**src/rtl/shift_out_ctrl_if.sv**
```systemverilog
// Parallel-load / serial-out handshake bundle for shift_out_ctrl.
// master drives the request side, slave (the controller) drives the serial side.
interface shift_out_ctrl_if #(
  parameter int WIDTH = 8
);
  logic             start;
  logic [WIDTH-1:0] data_in;
  logic             lsb_first;
  logic             sclk;
  logic             sdata;
  logic             latch;
  logic             busy;
  logic             done;

  modport master (
    output start, data_in, lsb_first,
    input  sclk, sdata, latch, busy, done
  );

  modport slave (
    input  start, data_in, lsb_first,
    output sclk, sdata, latch, busy, done
  );
endinterface

```
**src/rtl/shift_out_ctrl.sv**
```systemverilog
// Serialises a WIDTH-bit word onto sclk/sdata, then strobes latch for one phase.
// Every sclk phase lasts DIVVAL+1 clk_in cycles; all outputs are registered.
module shift_out_ctrl #(
  parameter int WIDTH  = 8,
  parameter int DIVVAL = 10
) (
  input  logic            clk_in,
  input  logic            reset,
  shift_out_ctrl_if.slave bus
);

  localparam int BW = (WIDTH > 1) ? $clog2(WIDTH) : 1;

  typedef enum logic [2:0] {
    IDLE,
    SETUP,
    HIGH,
    LATCH,
    DONE
  } state_t;

  state_t           r_state;
  logic [31:0]      r_cnt;
  logic [BW-1:0]    r_bit;
  logic [WIDTH-1:0] r_shreg;
  logic             r_lsb_first;
  logic             r_sclk;
  logic             r_sdata;
  logic             r_latch;
  logic             r_busy;
  logic             r_done;

  logic             w_tick;
  logic             w_last;
  logic [WIDTH-1:0] w_shreg_next;
  logic             w_sdata_next;

  assign w_tick = (r_cnt == 32'(DIVVAL));
  assign w_last = (r_bit == BW'(WIDTH - 1));

  // The word is shifted toward the output end so the next bit is always at a fixed position.
  always_comb begin
    w_shreg_next = r_lsb_first ? (r_shreg >> 1) : (r_shreg << 1);
    w_sdata_next = r_lsb_first ? w_shreg_next[0] : w_shreg_next[WIDTH-1];
  end

  // NOTE: sequential state uses non-blocking assignments so every register samples pre-edge values.
  always_ff @(posedge clk_in or posedge reset) begin
    if (reset) begin
      r_state     <= IDLE;
      r_cnt       <= '0;
      r_bit       <= '0;
      r_shreg     <= '0;
      r_lsb_first <= 1'b0;
      r_sclk      <= 1'b0;
      r_sdata     <= 1'b0;
      r_latch     <= 1'b0;
      r_busy      <= 1'b0;
      r_done      <= 1'b0;
    end else begin
      r_cnt <= (r_state == IDLE || r_state == DONE || w_tick) ? '0 : r_cnt + 32'd1;

      case (r_state)
        IDLE: begin
          if (bus.start) begin
            r_shreg     <= bus.data_in;
            r_lsb_first <= bus.lsb_first;
            r_bit       <= '0;
            r_busy      <= 1'b1;
            r_sdata     <= bus.lsb_first ? bus.data_in[0] : bus.data_in[WIDTH-1];
            r_state     <= SETUP;
          end
        end

        SETUP: begin
          if (w_tick) begin
            r_sclk  <= 1'b1;
            r_state <= HIGH;
          end
        end

        HIGH: begin
          if (w_tick) begin
            r_sclk <= 1'b0;
            if (!w_last) begin
              r_bit   <= r_bit + BW'(1);
              r_shreg <= w_shreg_next;
              r_sdata <= w_sdata_next;
              r_state <= SETUP;
            end else begin
              r_sdata <= 1'b0;
              r_latch <= 1'b1;
              r_state <= LATCH;
            end
          end
        end

        LATCH: begin
          if (w_tick) begin
            r_latch <= 1'b0;
            r_busy  <= 1'b0;
            r_done  <= 1'b1;
            r_state <= DONE;
          end
        end

        DONE: begin
          r_done  <= 1'b0;
          r_state <= IDLE;
        end

        default: r_state <= IDLE;
      endcase
    end
  end

  assign bus.sclk  = r_sclk;
  assign bus.sdata = r_sdata;
  assign bus.latch = r_latch;
  assign bus.busy  = r_busy;
  assign bus.done  = r_done;

endmodule

```
**src/flat_wrapper.sv**
```systemverilog
// flat-port wrapper written by rule: the top's interface ports become plain ports
module shift_out_ctrl_flat 
#(
  parameter int WIDTH  = 8,
  parameter int DIVVAL = 10
)
  (clk_in, reset, bus_start, bus_data_in, bus_lsb_first, bus_sclk, bus_sdata, bus_latch, bus_busy, bus_done);
  shift_out_ctrl_if #(.WIDTH(WIDTH)) bus_i ();
  input  logic clk_in;
  input  logic reset;
  input wire logic [$bits(bus_i.start)-1:0] bus_start;
  input wire logic [$bits(bus_i.data_in)-1:0] bus_data_in;
  input wire logic [$bits(bus_i.lsb_first)-1:0] bus_lsb_first;
  output wire logic [$bits(bus_i.sclk)-1:0] bus_sclk;
  output wire logic [$bits(bus_i.sdata)-1:0] bus_sdata;
  output wire logic [$bits(bus_i.latch)-1:0] bus_latch;
  output wire logic [$bits(bus_i.busy)-1:0] bus_busy;
  output wire logic [$bits(bus_i.done)-1:0] bus_done;
  assign bus_i.start = bus_start;
  assign bus_i.data_in = bus_data_in;
  assign bus_i.lsb_first = bus_lsb_first;
  assign bus_sclk = bus_i.sclk;
  assign bus_sdata = bus_i.sdata;
  assign bus_latch = bus_i.latch;
  assign bus_busy = bus_i.busy;
  assign bus_done = bus_i.done;
  shift_out_ctrl #(.WIDTH(WIDTH), .DIVVAL(DIVVAL)) u_core (.clk_in(clk_in), .reset(reset), .bus(bus_i));
endmodule
```
**config.mk**
```make
export PLATFORM = sky130hd
export DESIGN_NAME = shift_out_ctrl_flat
export DESIGN_NICKNAME = d
export VERILOG_FILES = /design/src/rtl/shift_out_ctrl_if.sv /design/src/rtl/shift_out_ctrl.sv /design/src/flat_wrapper.sv
export SDC_FILE = /design/constraint.sdc
export NUM_CORES = 1
export LEC_CHECK = 0
export ABC_AREA = 1
export CAP_MARGIN = 5
export CORE_MARGIN = 8
export CORE_UTILIZATION = 45
export CTS_CLUSTER_SIZE = 24
export DETAILED_ROUTE_END_ITERATION = 7
export DONT_BUFFER_PORTS = 1
export HOLD_SLACK_MARGIN = 0.12
export PLACE_DENSITY = 0.63
export SETUP_SLACK_MARGIN = 0.02
export SYNTH_ARGS = -nofsm -noshare
export SYNTH_HDL_FRONTEND = slang
export SYNTH_SLANG_ARGS = --single-unit
```
**constraint.sdc**
```tcl
create_clock -name clk_in -period 1.4 [get_ports clk_in]
set_input_delay 0.21 -clock clk_in [delete_from_list [all_inputs] [get_ports clk_in]]
set_output_delay 0.21 -clock clk_in [all_outputs]
set_load 0.05 [all_outputs]
```
# Word-level counts from Yosys, hierarchy flattened
# Index checks and enable logic that the tools add are counted.
# Widths: inputs -> output; s select.
[op_classes] n_addsub=2 n_eq_ne=12 muxes=31 n_reduce_logical=16
[ops] op="$add 32x1->32 const B" count=1
[ops] op="$eq 32x4->1 const B" count=1
[ops] op="$mux 32" count=1
[ops] op="$mux 8" count=4
[ops] op="$mux 3" count=7
[ops] op="$pmux 8 s2" count=1
[ops] op="$pmux 3 s4" count=1
[ops] op="$reduce_and 4->1" count=3
[ops] op="$mux 1" count=10
[ops] op="$pmux 1 s2" count=5
[ops] op="$reduce_bool 2->1" count=5
[ops] op="$reduce_and 3->1" count=3
[ops] op="$ne 2x1->1 const B" count=4
[ops] op="$eq 3x2->1 const B" count=2
[ops] op="$eq 3x3->1 const B" count=2
[ops] op="$pmux 3 s2" count=1
[ops] op="$ne 2x2->1 const B" count=2
[ops] op="$reduce_and 2->1" count=2
[ops] op="$add 3x1->3 const B" count=1
[ops] op="$eq 3x1->1 const B" count=1
[ops] op="$logic_not 3->1" count=1
[ops] op="$logic_or 1x1->1" count=2
[ops] op="$mux 2" count=1
[totals] register_bits=52 inputBits=12 out_inout_bits=5 wordCells=71

# Depth between registers and ports, before layout
[logic_depth] depth_word=5 mapped_depth=12 mapped_depth_nobuf=12

# Worst setup path before layout
# OpenSTA, ideal clock, no wires.
[synth_path] path_type="reg2reg" startpoint="register u_core.r_cnt[0]" endpoint="register u_core.r_bit[0]" setup_time_ns=0.117 arrival_time_ns=1.397 required_ns=1.283 slack_ns=-0.114 stages_incl_launch_ff=13 n_path_buf=1 period_less_slack_ns=1.514 path_cell_list="dfrtp_1 -> inv_1 -> ha_1 -> inv_1 -> nor2_1 -> nand2_1 -> nor2_2 -> nand2_2 -> o21ai_4 -> nand3_2 -> buf_6 -> nand2_1 -> nand2_1"
[synth_between] elab_chain_len=3
[synth_lines] item="from (decl)" line_no="shift_out_ctrl.sv:23" rtl="logic [31:0] r_cnt;"
[synth_lines] item="from (signal assigned)" line_no="shift_out_ctrl.sv:61" rtl="r_cnt <= (r_state == IDLE || r_state == DONE || w_tick) ? '0 : r_cnt + 32'd1;"
[synth_lines] item="$eq 32x4->1" line_no="shift_out_ctrl.sv:38" rtl="assign w_tick = (r_cnt == 32'(DIVVAL));"
[synth_lines] item="$ne 2x1->1 (no line)"
[synth_lines] item="$reduce_and 4->1 (no line)"
[synth_lines] item="to (signal assigned)" line_no="shift_out_ctrl.sv:86" rtl="r_bit <= r_bit + BW'(1);"
[synth_lines] item="to (decl)" line_no="shift_out_ctrl.sv:24" rtl="logic [BW-1:0] r_bit;"
# No other way between the ends.
# A chain may end at the register's enable or synchronous reset.

# Worst setup path after layout
[layout_path] startpoint="register u_core.r_cnt[1]" endpoint="register u_core.r_cnt[26]"
[layout_between] elab_chain_len=3 word_cells_on_any_way=4 cone_classes="add/sub: 1; eq/ne: 1; mux: 1; reduce/logical: 1"
[layout_lines] item="branches (longest 2 deep; another with $add 32x1->32)"
[layout_lines] item="$mux 32 *" line_no="shift_out_ctrl.sv:61"
# Every way passes the cells marked *.

==> qor.yml <==
synth:
  synth.distinct_cells: 29
  syn-num-nets: 443
  postSynthCellCount: 427
  synth_area_leaders: "dfrtp_1, nand2_1, nor2_1, inv_1, nand4_1"
  netlist_area_um2: 3141
  syn_avg_cell_area_um2: 7.355
  ys.warnings.count: 0
  synth_edf_count: 0
  synth_flop_cell: "dfrtp_1"
  yosysTopAreaCell: "dfrtp_1"
  ys_seq_elements: 52
  yosysSeqAreaShare_pct: 41.43
  ys_async_sr_fraction_pct: 100.0
  synth_top_area_share_pct: 41.43
detailed_routing:
  drt-met1-wl_um: 3816
  vias: 3042
  drtAntennaViolNets: 0
  highest_layer: "met4"
  wl_met2_um: 3886
  wl_per_cell_um: 13.18
  drc: 0
  wl_um: 8212
  viasPerCell: 4.883
  drt_iter0_markers: 114
  dr.pass1.iters: 4
  met3RoutedLength_um: 379
layout:
  final_cells: 623
  drive_gt1_share_pct: 35.67
  diodes: 0
  nets: 542
  area_growth_pct: 38.96
  finalInstanceArea_um2: 4364
placement:
  placed_area_um2: 3901
  place_inst: 602
  port_buffers: 0
  place.gp.congestion: 0.8910
  hpwlAfterDp_um: 5888
status:
  violations: "setup timing"
  outcome: "complete, but fails checks"
worst_setup_path:
  rr_worst_depth: 11
  path_common_cell: "nand2_2"
  crit_start: "u_core.r_cnt[1]$_DFF_PP0_"
  startpoint_type: "flop"
  cp_data_required_time_ns: 1.61
  rr_endpoint: "u_core.r_cnt[26]$_DFF_PP0_"
  crit_arrival_ns: 1.86
  crit_end: "u_core.r_cnt[26]$_DFF_PP0_"
  cp-end-kind: "flop"
  slowest_delay_ns: 0.40
  cp_slowest_cell: "dfrtp_2"
  path_cells: "buf_4 > ha_4 > nand2_2 > nor2_2 > nand2_2 > nor2_4 > nand2_2 > nor2_4 > nand3_2 > nand2_2 > nor2_1"
  crit_type: "reg -> reg"
  r2r_start: "u_core.r_cnt[1]$_DFF_PP0_"
  cp.buffers_inverters: 1
  path_delay_family: "simple AND/OR/NAND/NOR gates"
  critical_path_cell_count: 11
  crit_fanout: 4
  r2r_setup_slack_ns: -0.25
clock_network:
  cts_tree: "done"
  cts.path.max_buffers: 2
  cts_root_buf: "clkbuf_8"
  cts.clk_slew.worst_paths_ns: 0.10
  clock_latency_ns: 0.31
  htreeDepth: 2
  cts_made_buffers: 5
  clock-sinks: 52
die:
  dieArea_um2: 9908
  die_x_um: 99.54
  die_h_um: 99.54
  rows: 30
  initial_utilization_pct: 46.22
  pin_count: 17
  core_um2: 6794
sta:
  rsz0062_at_grt: "yes"
  finalHoldViolCount: 0
  slew_viol_final: 0
  skew_ns: 0.009275
  setup_viol_count_final: 51
  fmax_mhz: 604.7
  period_share_pct: 118.1
  finalCriticalPeriod_ns: 1.654
  max-slew-margin-rel_pct: 66.13
  finalWorstSetupSlack_ns: -0.2536
  worstMarginPinSlew_ns: 0.5070
global_routing:
  globalRouteOverflowTotal: 0
  grt_max_degree: 21
  antenna_found_initial: 0
  track_usage_pct: 16.33
  grt_pass1_wl_um: 13320
  grt_pass1_vias: 2969
power:
  vdd.ir_drop.worst_mv: 0.4313
  p_leak_nw: 2.017
  p_per_area_nw_per_um2: 605.2
worst_hold_path:
  hold_start: "bus_start"
  worstHoldPathType: "in -> reg"
flow_run:
  maxCapViolCount: 0
-- logic make-up after synthesis --
group / share of synthesized area (%)
and+or+nand+nor: 37.61
buffers and inverters: 8.565
DFF: 41.43
AOI/OAI and AO/OA: 7.451
xor gates and xnor gates: 3.347
adders and majority gates: 1.594
-- stage by stage --
step,TNS [ns],hold WS [ns],total power [mW],setup slack (ns),util (%)
final,-9.389,0.1731,2.641,-0.2536,64.24
after global routing,-15.57,0.1843,2.734,-0.3725,64.24
after CTS,-10.12,0.1517,2.666,-0.2331,59.76
after detailed placement,-9.969,0.1393,1.594,-0.2322,57.42
after global placement,-8.229,0.1392,1.594,-0.1964,57.42
after floorplan,-3.908,0.2651,1.568,-0.1124,-
-- report_power, final --
| part | switching [mW] | internal, mW | total [mW] |
|---|---|---|---|
| Sequential | 0 | 1.50 | 1.50 |
| Combinational | 0.0427 | 0.0239 | 0.0666 |
| Clock | 0.535 | 0.539 | 1.07 |
-- cell usage after synthesis, drive strengths merged, types with 4 or more instances --
master and number:
nand4 18, o21ai 17, ha 4, xor2 9
inv 51, a31oi 6, nand3 18, a21oi 14
dfrtp 52, nor3 19, nand2 111, buf 8
nor2 92
-- final cells by class --
cell class | count | area [um2]
clock inverters | 3 | 46.29
clock buffers | 5 | 68.82
flip-flops and latches | 52 | 1303
inverters | 51 | 200.2
fillers | 573 | 2430
repair buffers | 101 | 857.1
well taps | 96 | 120.1
multi-input cells | 315 | 1769
-- flip-flops by register name, summed over array words and instances, names as in the netlist --
signal and count:
u_core.r_cnt 32, u_core.r_shreg 8, u_core.r_bit 3, u_core.r_state 3, u_core.bus.busy 1, u_core.bus.done 1
u_core.bus.latch 1, u_core.bus.sclk 1, u_core.bus.sdata 1, u_core.r_lsb_first 1
-- routing by layer --
layer	track usage, %	vias up
met1	21.38	1413
li1	-	1555
met2	26.70	64
met5	0	-
met4	4.657	0
met3	3.073	10
-- cells in the final DEF (no fill, tap or decap), types with 11 or more instances in the layout --
cell type / count
buf_4: 89
dfrtp_1: 51
inv_1: 41
nand2_1: 95
nand2_2: 14
nand3_1: 11
nand4_1: 18
nor2_1: 74
nor3_2: 12
-- worst min-delay path by stage --
| stage | end | slack (ns) | cells past startpoint |
|---|---|---|---|
| 2_1_floorplan | u_core.bus.busy$_DFFE_PP0P_ | 0.27 | 1 |
| 3_3_place_gp | u_core.bus.latch$_DFFE_PP0P_ | 0.14 | 1 |
| 3_5_place_dp | u_core.r_cnt[20]$_DFF_PP0_ | 0.14 | 1 |
| 4_1_cts | u_core.bus.busy$_DFFE_PP0P_ | 0.15 | 2 |
| 5_1_grt | u_core.bus.busy$_DFFE_PP0P_ | 0.18 | 2 |
| 6_report | u_core.bus.busy$_DFFE_PP0P_ | 0.17 | 2 |
-- worst reg2reg max path, cell delays in order, from the launching register on --
cell and delay (ns):
dfrtp_2 0.40, buf_4 0.13, ha_4 0.13, nand2_2 0.07, nor2_2 0.09, nand2_2 0.11
nor2_4 0.14, nand2_2 0.09, nor2_4 0.18, nand3_2 0.11, nand2_2 0.07, nor2_1 0.04
-- what timing repair did --
item,CTS,global route
setup buffers,0,7
gates resized for setup,4,60
endpoints found under the hold margin,22,0
hold buffers,2,0
gates cloned,1,3
setup endpoints to repair,51,51
pin swaps,0,13
Note: power is estimated with default switching activity, not from simulation.
